--- config.mk ---
export PLATFORM = sky130hd
export DESIGN_NAME = seq_divider
export DESIGN_NICKNAME = d
export VERILOG_FILES = /design/src/rtl/seq_divider_pkg.sv /design/src/rtl/seq_divider_div_step.sv /design/src/rtl/seq_divider.sv
export SDC_FILE = /design/constraint.sdc
export NUM_CORES = 1
export LEC_CHECK = 0
export CAP_MARGIN = 20
export CORE_UTILIZATION = 57
export CTS_CLUSTER_DIAMETER = 50
export DETAILED_ROUTE_END_ITERATION = 6
export PLACE_DENSITY_LB_ADDON = 0.08
export SLEW_MARGIN = 20
export SYNTH_ARGS = -nofsm -noshare
export SYNTH_HDL_FRONTEND = slang
export SYNTH_SLANG_ARGS = --single-unit
export TNS_END_PERCENT = 100
--- constraint.sdc ---
create_clock -name clk -period 8.7 [get_ports clk]
set_input_delay 2.61 -clock clk [delete_from_list [all_inputs] [get_ports clk]]
set_output_delay 2.61 -clock clk [all_outputs]
set_load 0.02 [all_outputs]
--- src/rtl/seq_divider_pkg.sv ---
// Shared definitions for the sequential signed divider.
//   DIV_N        default operand/result width
//   div_state_e  controller states
//   cnt_width()  iteration-counter width for a given operand width
package seq_divider_pkg;

    localparam int DIV_N = 32;

    typedef enum logic [1:0] {
        IDLE = 2'd0,
        CALC = 2'd1,
        FIX  = 2'd2
    } div_state_e;

    // Wide enough to count 0..n-1; never narrower than one bit.
    function automatic int cnt_width(input int n);
        return (n > 1) ? $clog2(n) : 1;
    endfunction

    localparam int DIV_CNT_W = cnt_width(DIV_N);

endpackage

--- src/rtl/seq_divider_div_step.sv ---
// One restoring-division step (combinational).
//   rem_in   N+1-bit partial remainder, already shifted left with the next
//            dividend bit appended
//   dvsr     divisor magnitude
//   rem_out  next partial remainder (difference or restored value)
//   q_bit    quotient bit produced by this step
module div_step #(
    parameter int N = 32
) (
    input  logic [N:0]   rem_in,
    input  logic [N-1:0] dvsr,
    output logic [N:0]   rem_out,
    output logic         q_bit
);

    logic [N:0] diff;

    // The shifted remainder is below 2*dvsr <= 2^N, so the MSB of the
    // N+1-bit difference is a true sign bit.
    assign diff    = rem_in - {1'b0, dvsr};
    assign q_bit   = ~diff[N];
    assign rem_out = q_bit ? diff : rem_in;

endmodule

--- src/rtl/seq_divider.sv ---
// Multi-cycle signed restoring divider, one quotient bit per clock.
//   clk, reset   clock; asynchronous active-high reset
//   start        launches a division when sampled in IDLE
//   dividend     signed dividend, captured on the accepted start edge
//   divisor      signed divisor, captured on the accepted start edge
//   quotient     signed quotient, truncated toward zero (registered)
//   remainder    signed remainder, sign follows dividend (registered)
//   busy         high while a division is in flight
//   done         one-cycle pulse when results update
//   div_by_zero  set with the result when the captured divisor was zero
module seq_divider
    import seq_divider_pkg::*;
#(
    parameter int N = DIV_N
) (
    input  logic         clk,
    input  logic         reset,
    input  logic         start,
    input  logic [N-1:0] dividend,
    input  logic [N-1:0] divisor,
    output logic [N-1:0] quotient,
    output logic [N-1:0] remainder,
    output logic         busy,
    output logic         done,
    output logic         div_by_zero
);

    localparam int CNT_W = cnt_width(N);

    div_state_e state, next_state;

    logic [CNT_W-1:0] cnt;
    logic [N-1:0]     rem_q;    // partial remainder, always < divisor magnitude
    logic [N-1:0]     dvd_q;    // dividend magnitude shifting out, quotient shifting in
    logic [N-1:0]     dvs_q;    // divisor magnitude
    logic             sign_q, sign_r, zero_q;

    logic [N:0]       rem_shift, rem_next;
    logic             q_bit;
    logic             unused_rem_msb;

    assign rem_shift = {rem_q, dvd_q[N-1]};

    div_step #(.N(N)) u_step (
        .rem_in  (rem_shift),
        .dvsr    (dvs_q),
        .rem_out (rem_next),
        .q_bit   (q_bit)
    );

    // A completed step leaves a remainder below the divisor, so bit N is 0.
    assign unused_rem_msb = rem_next[N];

    assign busy = (state != IDLE);

    always_ff @(posedge clk or posedge reset) begin
        if (reset) state <= IDLE;
        else       state <= next_state;
    end

    always_comb begin
        next_state = state;
        case (state)
            IDLE:    if (start) next_state = CALC;
            CALC:    if (cnt == CNT_W'(N-1)) next_state = FIX;
            FIX:     next_state = IDLE;
            default: next_state = IDLE;
        endcase
    end

    always_ff @(posedge clk or posedge reset) begin
        if (reset) begin
            cnt         <= '0;
            rem_q       <= '0;
            dvd_q       <= '0;
            dvs_q       <= '0;
            sign_q      <= 1'b0;
            sign_r      <= 1'b0;
            zero_q      <= 1'b0;
            quotient    <= '0;
            remainder   <= '0;
            done        <= 1'b0;
            div_by_zero <= 1'b0;
        end else begin
            done <= 1'b0;
            case (state)
                IDLE: if (start) begin
                    // |-2^(N-1)| wraps to 2^(N-1), which is exact as unsigned.
                    dvd_q  <= dividend[N-1] ? -dividend : dividend;
                    dvs_q  <= divisor[N-1]  ? -divisor  : divisor;
                    sign_q <= dividend[N-1] ^ divisor[N-1];
                    sign_r <= dividend[N-1];
                    zero_q <= (divisor == '0);
                    rem_q  <= '0;
                    cnt    <= '0;
                end
                CALC: begin
                    rem_q <= rem_next[N-1:0];
                    dvd_q <= {dvd_q[N-2:0], q_bit};
                    cnt   <= cnt + 1'b1;
                end
                FIX: begin
                    // Zero divisor naturally yields |q|=all ones and r=|dividend|;
                    // the quotient is forced so a negative dividend still gives all ones.
                    quotient    <= zero_q ? '1 : (sign_q ? -dvd_q : dvd_q);
                    remainder   <= sign_r ? -rem_q : rem_q;
                    div_by_zero <= zero_q;
                    done        <= 1'b1;
                end
                default: ;
            endcase
        end
    end

endmodule

==> results.cfg <==
[outcome]
status = finished clean

[place]
dp_hpwl_um = 19100
dpl_worst_slack_ns = 2.85
place_congestion = 0.927
io_buffers = 133

[synthesis]
yosys_most_used_dff = sky130_fd_sc_hd__dfrtp_1
yosysTopAreaCellShare = 0.392
synth.yosys.warnings = 0
ys_seq_elements = 172
synth_top_cells_by_count = 189 x sky130_fd_sc_hd__o21ai_0, 175 x sky130_fd_sc_hd__nand2_1, 172 x sky130_fd_sc_hd__dfrtp_1
synth_seq_area_share = 0.392
asyncSetResetFlopFracSynth = 1.00
synth_largest_area_cell = sky130_fd_sc_hd__dfrtp_1
synth.distinct_cells = 56
synthesis.area_sq_um = 11000
synth_most_common_cell = sky130_fd_sc_hd__o21ai_0
syn-num-nets = 1397
synth.avg_cell_area_sq_um = 8.50
synth_cells = 1291
synth_edf_count = 0
synth.top_cells.by_area = sky130_fd_sc_hd__dfrtp_1 39%, sky130_fd_sc_hd__o21ai_0 8.6%, sky130_fd_sc_hd__xor2_1 8.5%, sky130_fd_sc_hd__nand2_1 6.0%, sky130_fd_sc_hd__ha_1 4.3%

[clock_network]
cts_tree = yes
cts_buffers = 17
max-clock-path-buffers = 2
clk-insertion-delay-late_ns = 0.43
path_clk_slew_ns = 0.07
cts.htree.levels = 4
ctsResizeCount = 0
clock_sinks = 172
cts_hold_buf = 0
clock_tree.root_cell = sky130_fd_sc_hd__clkbuf_16
post-cts-setup-buffers = 0

[global_route]
vias_in_the_first_global_route = 8688
first_pass_grt_wire_length_um = 43700
track_usage = 0.276
antenna_found_initial = 0
largest_net_degree_at_the_start_of_global_routing = 111
grt_overflow = 0

[floorplan]
fp.dieArea_sq_um = 19800
core_area_sq_um = 18800
die_w_um = 141
placement_rows = 50
io-pin-count = 134
die_height_um = 141
initial_core_util = 0.584

[detailed_routing]
avgRoutedWirePerCell_um = 16.2
via_count = 9586
detailedRoute.firstPassIterationCount = 7
drc = 0
wl_um = 26400
final_antenna_net_count = 0
drt-initial-drc-count = 601
vias_per_cell = 5.88

[setup_path]
timing.reg2reg.setup_slack_ns = 5.00
crit_path_start_kind = input pin
critical_path_arrival_ns = 5.72
r2r_end = rem_q[26]
timing.setup.critical_path_class = input pin to flop
r2r_cells = 12
critPathRequiredTime_ns = 8.99
cp-end-kind = flop
cp_max_fo = 5
crit-reg2reg-launch = dvd_q[31]

[cells_and_area]
n_antenna_cell = 0
multi_input_comb_area_sq_um = 6210
filler_cell_count = 1628
nNetsFinal = 1488
final_util = 0.694
post_route_cells_drive_above_1_share = 0.0394
area.sequential_sq_um = 4300
areaGrowthSynthToFinish_pct = 18.7

[timing]
finalSetupViolations = 0
final.period_utilization = 0.625
max_clock_freq_mhz = 184
fin_crit_ns = 5.43
max-slew-margin-rel = 0.354
timing_hold_violations_final = 0
fin_setup_tns_ns = 0
worst_slew_pin_tran_ns = 0.968
clock_skew_after_layout_ns = 0.0100
setup_slack_after_layout_ns = 3.27
rsz0062_at_grt = false
maxSlewViolCount = 0

[power]
totalPowerFinal_mw = 5.11
power-per-cell-area_nw_per_um2 = 393
irDropWorstVdd_mv = 0.227
lkg_pwr_nw = 5.63

[hold_path]
worstHoldPathType = flop to flop
worstHoldPathCells = 2
hp-start = quotient[22]
whs_endpoint = quotient[22]

[flow_run]
max_cap_viol_count = 0
-- cell usage in the layout (no fill, tap or decap), drive strengths merged, types with 7 or more instances in the layout --
cell,count
o21ai,192
buf,11
clkbuf,21
ha,38
nor3,14
o41ai,22
nor4,13
xor2,106
nand4,11
o31ai,33
or3,13
o211ai,9
nor2,69
nand3,37
nand2b,16
a21oi,55
a31oi,7
a22oi,34
inv,57
clkdlybuf4s50,132
a21o,15
nand3b,7
or4,18
xnor2,38
dfrtp,172
nor2b,7
nand2,175
mux2i,14
-- registers in the layout (all words and copies together) (netlist names), 2 cells and up --
signal and cells:
quotient 32, cnt 5, state 2, remainder 32, dvs_q 32, rem_q 32
dvd_q 32
-- worst max path at each step --
| stage | slack, ns | end | startpoint |
|---|---|---|---|
| final | 3.27 | dvd_q[29] | dividend[2] |
| after global routing | 3.14 | dvd_q[29] | dividend[0] |
| after CTS | 3.27 | dvd_q[29] | dividend[2] |
| after detailed placement | 2.85 | dvd_q[29] | dividend[2] |
| after global placement | 2.93 | dvd_q[29] | dividend[2] |
| after floorplan | 1.43 | cnt[0] | reset |
-- area by class of cell --
type | count | area share
Multi-Input combinational cell | 993 | 0.477
Sequential cell | 172 | 0.331
Timing Repair Buffer | 143 | 0.109
Clock buffer | 21 | 0.0346
Tap cell | 234 | 0.0225
Inverter | 55 | 0.0162
Clock inverter | 11 | 0.0103
-- per-layer routing --
metal	global-route usage	wire length, um
met5	0	0
met4	0.0692	373
met3	0.0380	1490
met2	0.418	11400
met1	0.415	13200
-- critical path, cell delays in order --
cell and delay (ns):
sky130_fd_sc_hd__clkdlybuf4s50_1 0.46, sky130_fd_sc_hd__nor2_1 0.24, sky130_fd_sc_hd__nand2_1 0.10, sky130_fd_sc_hd__or3_1 0.38
sky130_fd_sc_hd__or4_1 0.57, sky130_fd_sc_hd__nand2b_1 0.25, sky130_fd_sc_hd__or3_1 0.45, sky130_fd_sc_hd__o41ai_1 0.40
sky130_fd_sc_hd__xor2_1 0.16, sky130_fd_sc_hd__o21ai_0 0.09
-- kinds of logic (layout without fill, tap and decap cells) --
logic type	Yosys count	count (layout)	synth area share
adders and majority gates	39	39	0.0452
buffers and inverters	126	230	0.0433
AOI/OAI and AO/OA	398	398	0.221
and+or+nand+nor	398	398	0.171
muxes	14	14	0.0128
xor gates and xnor gates	144	144	0.115
DFF	172	172	0.392
-- through the flow --
stage | cell area [sq um] | instances | hold slack (ns)
2_1_floorplan | 11000 | 1291 | 0.450
3_3_place_gp | 12400 | 1596 | 0.450
3_5_place_dp | 12400 | 1596 | 0.459
4_1_cts | 13000 | 1628 | 0.474
5_1_grt | 13000 | 1629 | 0.487
6_report | 13000 | 1629 | 0.472
-- report_power, final --
part	leakage [nW]	switching [mW]	total [mW]	internal [mW]
combinational	3.33	1.61	2.83	1.22
clock	0.264	0.332	0.766	0.435
sequential	2.04	0.415	1.52	1.10
Power figures use the tool's default switching activity.
